$ cat src/rtl/serial_add_ctrl_pkg.sv
// Shared constants for the bit-serial adder: FSM state encoding and counter sizing.
// Imported by the interface users and the top-level controller.
package serial_add_ctrl_pkg;

    typedef enum logic [1:0] {
        ST_IDLE = 2'd0,
        ST_RUN  = 2'd1,
        ST_DONE = 2'd2
    } state_t;

    // Bit counter width: $clog2 of the operand width, never narrower than one bit.
    function automatic int cnt_width(input int width);
        int w;
        w = $clog2(width);
        if (w < 1) begin
            w = 1;
        end
        return w;
    endfunction

endpackage

$ cat src/rtl/serial_add_ctrl_if.sv
// Request/result bundle of the bit-serial adder.
// The requester drives start/a/b; the adder returns busy/done/sum/cout.
interface serial_add_ctrl_if #(
    parameter int WIDTH = 8
) ();

    logic             start;
    logic [WIDTH-1:0] a;
    logic [WIDTH-1:0] b;
    logic             busy;
    logic             done;
    logic [WIDTH-1:0] sum;
    logic             cout;

    modport master (
        output start,
        output a,
        output b,
        input  busy,
        input  done,
        input  sum,
        input  cout
    );

    modport slave (
        input  start,
        input  a,
        input  b,
        output busy,
        output done,
        output sum,
        output cout
    );

endinterface

$ cat src/rtl/serial_add_ctrl_ha_cell.sv
// Half-adder cell; two of these plus a carry register form one serial full-add slice.
module ha_cell (
    input  logic a,
    input  logic b,
    output logic s,
    output logic c
);

    assign s = a ^ b;
    assign c = a & b;

endmodule

$ cat src/rtl/serial_add_ctrl.sv
// Bit-serial LSB-first adder: one bit per clock through two half-adder cells and a carry FF,
// with the result and carry-out registered and held until the next completion.
module serial_add_ctrl
    import serial_add_ctrl_pkg::*;
#(
    parameter int WIDTH = 8
) (
    input logic              clk,
    input logic              rst_n,
    serial_add_ctrl_if.slave bus
);

    localparam int               CNT_W    = cnt_width(WIDTH);
    localparam logic [CNT_W-1:0] CNT_LAST = CNT_W'(WIDTH - 1);
    localparam logic [CNT_W-1:0] CNT_ONE  = CNT_W'(1);
    localparam logic [CNT_W-1:0] CNT_ZERO = CNT_W'(0);

    state_t           state_r;
    state_t           state_s;
    logic [WIDTH-1:0] sa_r;
    logic [WIDTH-1:0] sb_r;
    logic [WIDTH-1:0] res_r;
    logic [WIDTH-1:0] sum_r;
    logic             cout_r;
    logic             carry_r;
    logic [CNT_W-1:0] cnt_r;
    logic             busy_r;
    logic             done_r;

    logic             s1_s;
    logic             c1_s;
    logic             s_s;
    logic             c2_s;
    logic             carry_next_s;
    logic [WIDTH-1:0] res_next_s;
    logic             last_bit_s;

    ha_cell u_ha1 (
        .a (sa_r[0]),
        .b (sb_r[0]),
        .s (s1_s),
        .c (c1_s)
    );

    ha_cell u_ha2 (
        .a (s1_s),
        .b (carry_r),
        .s (s_s),
        .c (c2_s)
    );

    // Full-add slice results and the shifted result word for this bit.
    always_comb begin
        carry_next_s = c1_s | c2_s;
        res_next_s   = {s_s, res_r[WIDTH-1:1]};
        last_bit_s   = (cnt_r == CNT_LAST);
    end

    // State register.
    always_ff @(posedge clk or negedge rst_n) begin
        if (!rst_n) begin
            state_r <= ST_IDLE;
        end else begin
            state_r <= state_s;
        end
    end

    // Next-state logic; the unused encoding falls back to IDLE.
    always_comb begin
        state_s = state_r;
        case (state_r)
            ST_IDLE: begin
                if (bus.start) begin
                    state_s = ST_RUN;
                end else begin
                    state_s = ST_IDLE;
                end
            end
            ST_RUN: begin
                if (last_bit_s) begin
                    state_s = ST_DONE;
                end else begin
                    state_s = ST_RUN;
                end
            end
            ST_DONE: begin
                state_s = ST_IDLE;
            end
            default: begin
                state_s = ST_IDLE;
            end
        endcase
    end

    // busy/done registered from the next state so they track the state register exactly.
    always_ff @(posedge clk or negedge rst_n) begin
        if (!rst_n) begin
            busy_r <= 1'b0;
            done_r <= 1'b0;
        end else begin
            busy_r <= (state_s != ST_IDLE);
            done_r <= (state_s == ST_DONE);
        end
    end

    // Operand/result shift registers, carry FF, bit counter and held outputs.
    always_ff @(posedge clk or negedge rst_n) begin
        if (!rst_n) begin
            sa_r    <= '0;
            sb_r    <= '0;
            res_r   <= '0;
            sum_r   <= '0;
            cout_r  <= 1'b0;
            carry_r <= 1'b0;
            cnt_r   <= CNT_ZERO;
        end else begin
            case (state_r)
                ST_IDLE: begin
                    if (bus.start) begin
                        sa_r    <= bus.a;
                        sb_r    <= bus.b;
                        carry_r <= 1'b0;
                        cnt_r   <= CNT_ZERO;
                    end
                end
                ST_RUN: begin
                    sa_r    <= {1'b0, sa_r[WIDTH-1:1]};
                    sb_r    <= {1'b0, sb_r[WIDTH-1:1]};
                    carry_r <= carry_next_s;
                    res_r   <= res_next_s;
                    // The counter is parked at zero on the final bit so it never wraps.
                    if (last_bit_s) begin
                        cnt_r  <= CNT_ZERO;
                        sum_r  <= res_next_s;
                        cout_r <= carry_next_s;
                    end else begin
                        cnt_r  <= cnt_r + CNT_ONE;
                    end
                end
                default: begin
                    cnt_r <= cnt_r;
                end
            endcase
        end
    end

    assign bus.busy = busy_r;
    assign bus.done = done_r;
    assign bus.sum  = sum_r;
    assign bus.cout = cout_r;

endmodule

$ cat src/flat_wrapper.sv
// flat-port wrapper written by rule: the top's interface ports become plain ports
module serial_add_ctrl_flat import serial_add_ctrl_pkg::*;
#(
    parameter int WIDTH = 8
)
  (clk, rst_n, bus_start, bus_a, bus_b, bus_busy, bus_done, bus_sum, bus_cout);
  serial_add_ctrl_if #(.WIDTH(WIDTH)) bus_i ();
  input logic clk;
  input logic rst_n;
  input wire logic [$bits(bus_i.start)-1:0] bus_start;
  input wire logic [$bits(bus_i.a)-1:0] bus_a;
  input wire logic [$bits(bus_i.b)-1:0] bus_b;
  output wire logic [$bits(bus_i.busy)-1:0] bus_busy;
  output wire logic [$bits(bus_i.done)-1:0] bus_done;
  output wire logic [$bits(bus_i.sum)-1:0] bus_sum;
  output wire logic [$bits(bus_i.cout)-1:0] bus_cout;
  assign bus_i.start = bus_start;
  assign bus_i.a = bus_a;
  assign bus_i.b = bus_b;
  assign bus_busy = bus_i.busy;
  assign bus_done = bus_i.done;
  assign bus_sum = bus_i.sum;
  assign bus_cout = bus_i.cout;
  serial_add_ctrl #(.WIDTH(WIDTH)) u_core (.clk(clk), .rst_n(rst_n), .bus(bus_i));
endmodule
$ cat config.mk
export PLATFORM = sky130hd
export DESIGN_NAME = serial_add_ctrl_flat
export DESIGN_NICKNAME = d
export VERILOG_FILES = /design/src/rtl/serial_add_ctrl_pkg.sv /design/src/rtl/serial_add_ctrl_if.sv /design/src/rtl/serial_add_ctrl_ha_cell.sv /design/src/rtl/serial_add_ctrl.sv /design/src/flat_wrapper.sv
export SDC_FILE = /design/constraint.sdc
export NUM_CORES = 1
export LEC_CHECK = 0
export BUFFER_PORTS_ARGS = -buffer_cell sky130_fd_sc_hd__buf_2
export CORE_MARGIN = 2
export CORE_UTILIZATION = 61
export CTS_BUF_LIST = sky130_fd_sc_hd__clkbuf_2 sky130_fd_sc_hd__clkbuf_4 sky130_fd_sc_hd__clkbuf_8
export CTS_CLUSTER_DIAMETER = 30
export DETAILED_ROUTE_END_ITERATION = 8
export PLACE_DENSITY = 0.86
export SYNTH_ARGS = -nofsm -noshare
export SYNTH_HDL_FRONTEND = slang
export SYNTH_SLANG_ARGS = --single-unit
$ cat constraint.sdc
create_clock -name clk -period 3.4 [get_ports clk]
set_input_delay 0.17 -clock clk [delete_from_list [all_inputs] [get_ports clk]]
set_output_delay 0.17 -clock clk [all_outputs]
set_load 0.02 [all_outputs]
==> After elaboration in Yosys (flattened, before gate mapping) <==
Cells that the tools add are included.
{ "word_totals": {"romBits": 0, "ramBits": 0, "ff_bits": 41, "n_memories": 0, "latch_bits": 0} }
{ "op_classes": {"n_reduce_logical": 5, "mux": 12, "bitwise_logic": 5, "add_sub_neg": 1, "magnitude_cmp": 0, "shift": 0, "multipliers": 0, "n_eq_ne": 4, "n_div": 0} }
{ "op_table": {"columns": ["operator", "count"], "rows": [
  ["$pmux 8 s2", 2],
  ["$mux 8", 2],
  ["$mux 3", 2],
  ["$pmux 3 s2", 1],
  ["$pmux 2 s2", 1],
  ["$reduce_and 2->1", 2],
  ["$reduce_bool 2->1", 2],
  ["$add 3x1->3 const B", 1],
  ["$eq 3x3->1 const B", 1],
  ["$and 1x1->1", 2],
  ["$eq 2x1->1 const B", 1],
  ["$eq 2x2->1 const B", 1],
  ["$logic_not 2->1", 1],
  ["$mux 1", 2],
  ["$mux 2", 1],
  ["$ne 2x2->1 const B", 1],
  ["$pmux 1 s2", 1],
  ["$xor 1x1->1", 2],
  ["$or 1x1->1", 1]
]} }

==> Logic depth before layout (Yosys ltp) <==
{ "depth": {"ltp_word": 4, "ltp_mapped": 5} }

==> Hierarchy <==
From an unflattened synthesis, not the netlist that was laid out.
{ "unflattened": {"hier_cells": 134, "area_unflattened_um2": 1716.6} }
{ "modules_own_cells": {"columns": ["mod", "area_each_um2", "cells_each", "seq_area_each_um2", "n_inst"], "rows": [
  ["serial_add_ctrl", 1691.6, 132, 1001.0, 1],
  ["ha_cell", 12.5, 1, 0.0, 2]
]} }

==> Worst setup path before layout <==
Ideal clock, no wire load.
{ "synth_timing": {"path_type": "register to register", "startpoint": "register u_core.cnt_r[0]", "endpoint": "register u_core.cout_r (netlist: u_core.bus.cout)", "path_buffers": 0, "t_arrival_ns": 1.237, "setup_time_ns": 0.125, "path_stages_with_launch": 5, "slack_ns": 2.039, "period_less_slack_ns": 1.361, "t_required_ns": 3.275, "path_cell_list": "dfrtp_1 > ha_1 > ha_1 > nand2_2 > mux2_2"} }
{ "synth_between": {"elab_chain_cells": 2} }
{ "synth_rtl": {"columns": ["item", "line", "source"], "rows": [
  ["start: declaration", "serial_add_ctrl.sv:26", "logic [CNT_W-1:0] cnt_r;"],
  ["start signal: assignment", "serial_add_ctrl.sv:137", "cnt_r <= cnt_r + CNT_ONE;"],
  ["start signal: assignment", "serial_add_ctrl.sv:141", "cnt_r <= cnt_r;"],
  ["$eq 3x3->1", "serial_add_ctrl.sv:56", "last_bit_s = (cnt_r == CNT_LAST);"],
  ["$reduce_and 2->1 (no source line)", null, null],
  ["end signal: assignment", "serial_add_ctrl.sv:135", "cout_r <= carry_next_s;"],
  ["end: declaration", "serial_add_ctrl.sv:24", "logic cout_r;"]
]} }
Every way passes these cells.
A chain may end at the register's enable or synchronous reset.

==> Final worst setup path <==
{ "layout_timing": {"startpoint": "register u_core.state_r[0]", "endpoint": "register u_core.sum_r[1] (netlist: u_core.bus.sum[1])"} }
{ "layout_between": {"elab_chain_cells": 2} }
{ "layout_rtl": {"columns": ["item", "line", "source"], "rows": [
  ["start: declaration", "serial_add_ctrl.sv:18", "state_t state_r;"],
  ["start signal: assignment", "serial_add_ctrl.sv:64", "state_r <= state_s;"],
  ["$eq 2x1->1", "serial_add_ctrl.sv:117", "case (state_r)"],
  ["$reduce_and 2->1 (no source line)", null, null],
  ["end signal: assignment", "serial_add_ctrl.sv:134", "sum_r <= res_next_s;"],
  ["end: declaration", "serial_add_ctrl.sv:23", "logic [WIDTH-1:0] sum_r;"]
]} }
Every way passes these cells.

==> results.md <==
* Outcome: finished, final reports clean
* RePlAce Congestion at 0.826
* Via count at about 1300
* Total track usage at 0.241
* Pin count of the biggest net entering global routing at 41
* Syn nets at roughly 170
* #FFs+latches synth at 40
* Setup TNS at 0 ns
* Ports at 30
* Chip Width at 56.1 um
* Max-Cap Viols at 0
* Finished Core Util at 0.754
* Post-cts sizing count at 0
* Min-delay worst type: primary input to flop
* HPWL Detailed at 2.30 mm
* Clk sinks at 40
* Final setup fails at 0
* Peak VDD IR at ~0.00079 V
* Leakage at 0.926 nW
* WP data arrival at 1.99 ns
* Vias in the first global route at 1223
* Starting Density at 0.655
* Ranking of synthesized cells by area: dfrtp_1 61%, o22ai_1 11%, mux2_2 6.1%
* Avg Inst Size Synth at 11.1 um^2
* # Post-CTS Setup Buffers at 0
* Tmin final at 1.75 ns
* Layout Nets at 200
* Antenna Nets Post-Route at 0
* Post-synth cell types at 22
* Yosys warns at 0
* Synth-to-layout area growth at 15.1%
* Synth top area share at 0.606
* Port bufs at 29
* DRT Pass-1 Iters at 4
* Sequential share of the synthesized area at 0.606
* Row Count at 18
* Slew Viols, Final at 0
* H-tree Lvls at 2
* Mapped Cells at roughly 150
* Least-Margin Pin Slew at 0.841 ns
* Grt ovf at 0
* Core outline area at 2520 um^2
* Routed length per placed instance at 16.0 um
* Root Driver: clkbuf_4
* Antenna cells at 0
* Crit start category: flop
* Crit Path Category: flop to flop
* Final period utilization at 0.514
* Die H at 56.1 um
* Worst skew pair latency at 0.34 ns
* PwrDens at 974 nW/um^2
* Inst Count DP at 200
* Fin cells at 209
* Clock Pin Slew Worst Setup and Hold Paths at 0.12 ns
* Clock Skew at 0.0114 ns
* Slew margin rel. at 0.439
* Iter 0 DRT Violations at 59
* Fmax at 572 MHz
* CTS Buf Count at 5
* Antenna violations before repair at 0
* Vias per cell at 6.17
* Hold buffers post-CTS at 1
* CTS Buffer Depth at 2
* Cell Area, Synth at around 1700 um^2
* CP max FO at 11
* Final hold violations at 0
* Final wirelength at 3.35 mm
* CTS tree: yes
* Share of cells above drive strength 1 at 0.274
* Unrepaired setup endpoints after global routing: no
* Post-synth top area cell: dfrtp_1
* First-pass GRT wire length at 5.88 mm
* Required time of the critical path at 3.64 ns
* Die area at 3140 um^2
* # DRC at 0
* CP endpoint kind: flop
layout by cell type, fill, tap and decap left out, types with 3 or more instances in the layout:
cell type	synthesis	final
inv_1	4	4
a22o_1	3	3
o22ai_1	28	28
buf_2	4	29
a21oi_1	15	15
o21ai_0	5	5
clkbuf_4	0	5
dfrtp_1	40	40
mux2_2	9	9
nand2_1	23	23
through the flow:
step / hold WS (ns) / total power [mW] / instance area (um^2) / setup WS (ns)
finish: 0.0512 / 1.85 / 1900 / 1.65
global route: 0.0708 / 1.99 / 1900 / 1.52
CTS: 0.0437 / 1.86 / 1900 / 1.66
detailed placement: 0.331 / 1.51 / 1800 / 1.68
global placement: 0.308 / 1.47 / 1800 / 1.79
floorplan: -0.126 / 1.32 / 1650 / 2.04
where the power goes:
| group | switching [mW] | total, mW | internal, mW |
|---|---|---|---|
| Combinational | 0.383 | 0.662 | 0.279 |
| Sequential | 0.154 | 0.844 | 0.690 |
| Clock | 0.150 | 0.345 | 0.195 |
| Total | 0.687 | 1.85 | 1.16 |
registers in the layout (all words and copies together), names as in the netlist:
name             flops
u_core.cnt_r         3
u_core.sb_r          8
u_core.state_r       2
u_core.sa_r          8
u_core.bus.sum       8
u_core.bus.busy      1
u_core.carry_r       1
u_core.bus.cout      1
u_core.res_r         7
u_core.bus.done      1
metal layers:
metal	vias to the layer above	global-route usage	wire [um]
li1	599	-	-
met1	631	0.353	1440
met2	51	0.361	1640
met3	9	0.0512	218
met4	0	0.0782	53
met5	-	0	0
worst max-delay path, stage by stage (launching register included):
cell and delay, ns:
dfrtp_1 0.47, nor2b_2 0.45, nand2_2 0.21, inv_2 0.16, mux2_2 0.35
synthesized netlist by cell type:
library cell	number
dfrtp_1	40
o22ai_1	28
nand2_1	23
a21oi_1	15
mux2_2	9
o21ai_0	5
buf_2	4
inv_1	4
a22o_1	3
buf_1	2
ha_1	2
nand2b_1	2
nor2_1	2
nor2b_1	2
a21o_1	1
buf_4	1
clkbuf_1	1
fa_1	1
inv_2	1
nand2_2	1
nor2b_2	1
nor3_1	1
kinds of logic after synthesis:
logic type,after synthesis,share of synthesized area
AO/OA/AOI/OAI,52,0.187
adder cells (fa/ha/maj),3,0.0273
buffers and inverters,13,0.0348
flip-flops,40,0.606
multiplexers,9,0.0613
AND/OR/NAND/NOR,32,0.0840
area by class of cell:
class	instances	area [um^2]
timing repair buffer	30	155
fill	179	621
tap	30	37.5
clock buffer	7	65.1
clock inverter	1	30.0
sequential	40	1000
multi-input combinational	96	594
inverter	5	18.8
path summary, 6_finish.rpt:
path / startpoint / to / slack, ns / depth (start not counted)
setup / recovery: u_core.state_r[0]$_DFF_PN0_ / u_core.bus.sum[1]$_DFFE_PN0P_ / 1.65 / 4
setup reg to reg: u_core.state_r[0]$_DFF_PN0_ / u_core.bus.sum[1]$_DFFE_PN0P_ / 1.65 / 4
hold / removal: bus_b[7] / u_core.sb_r[7]$_DFFE_PN0P_ / 0.05 / 3
max in group asynchronous: rst_n / u_core.cnt_r[2]$_DFFE_PN0P_ / 2.42 / 2
hold reg to reg: u_core.res_r[5]$_DFFE_PN0P_ / u_core.res_r[4]$_DFFE_PN0P_ / 0.51 / 2
min in group asynchronous: rst_n / u_core.res_r[1]$_DFFE_PN0P_ / 0.45 / 2
Note: power is estimated with default switching activity, not from simulation.
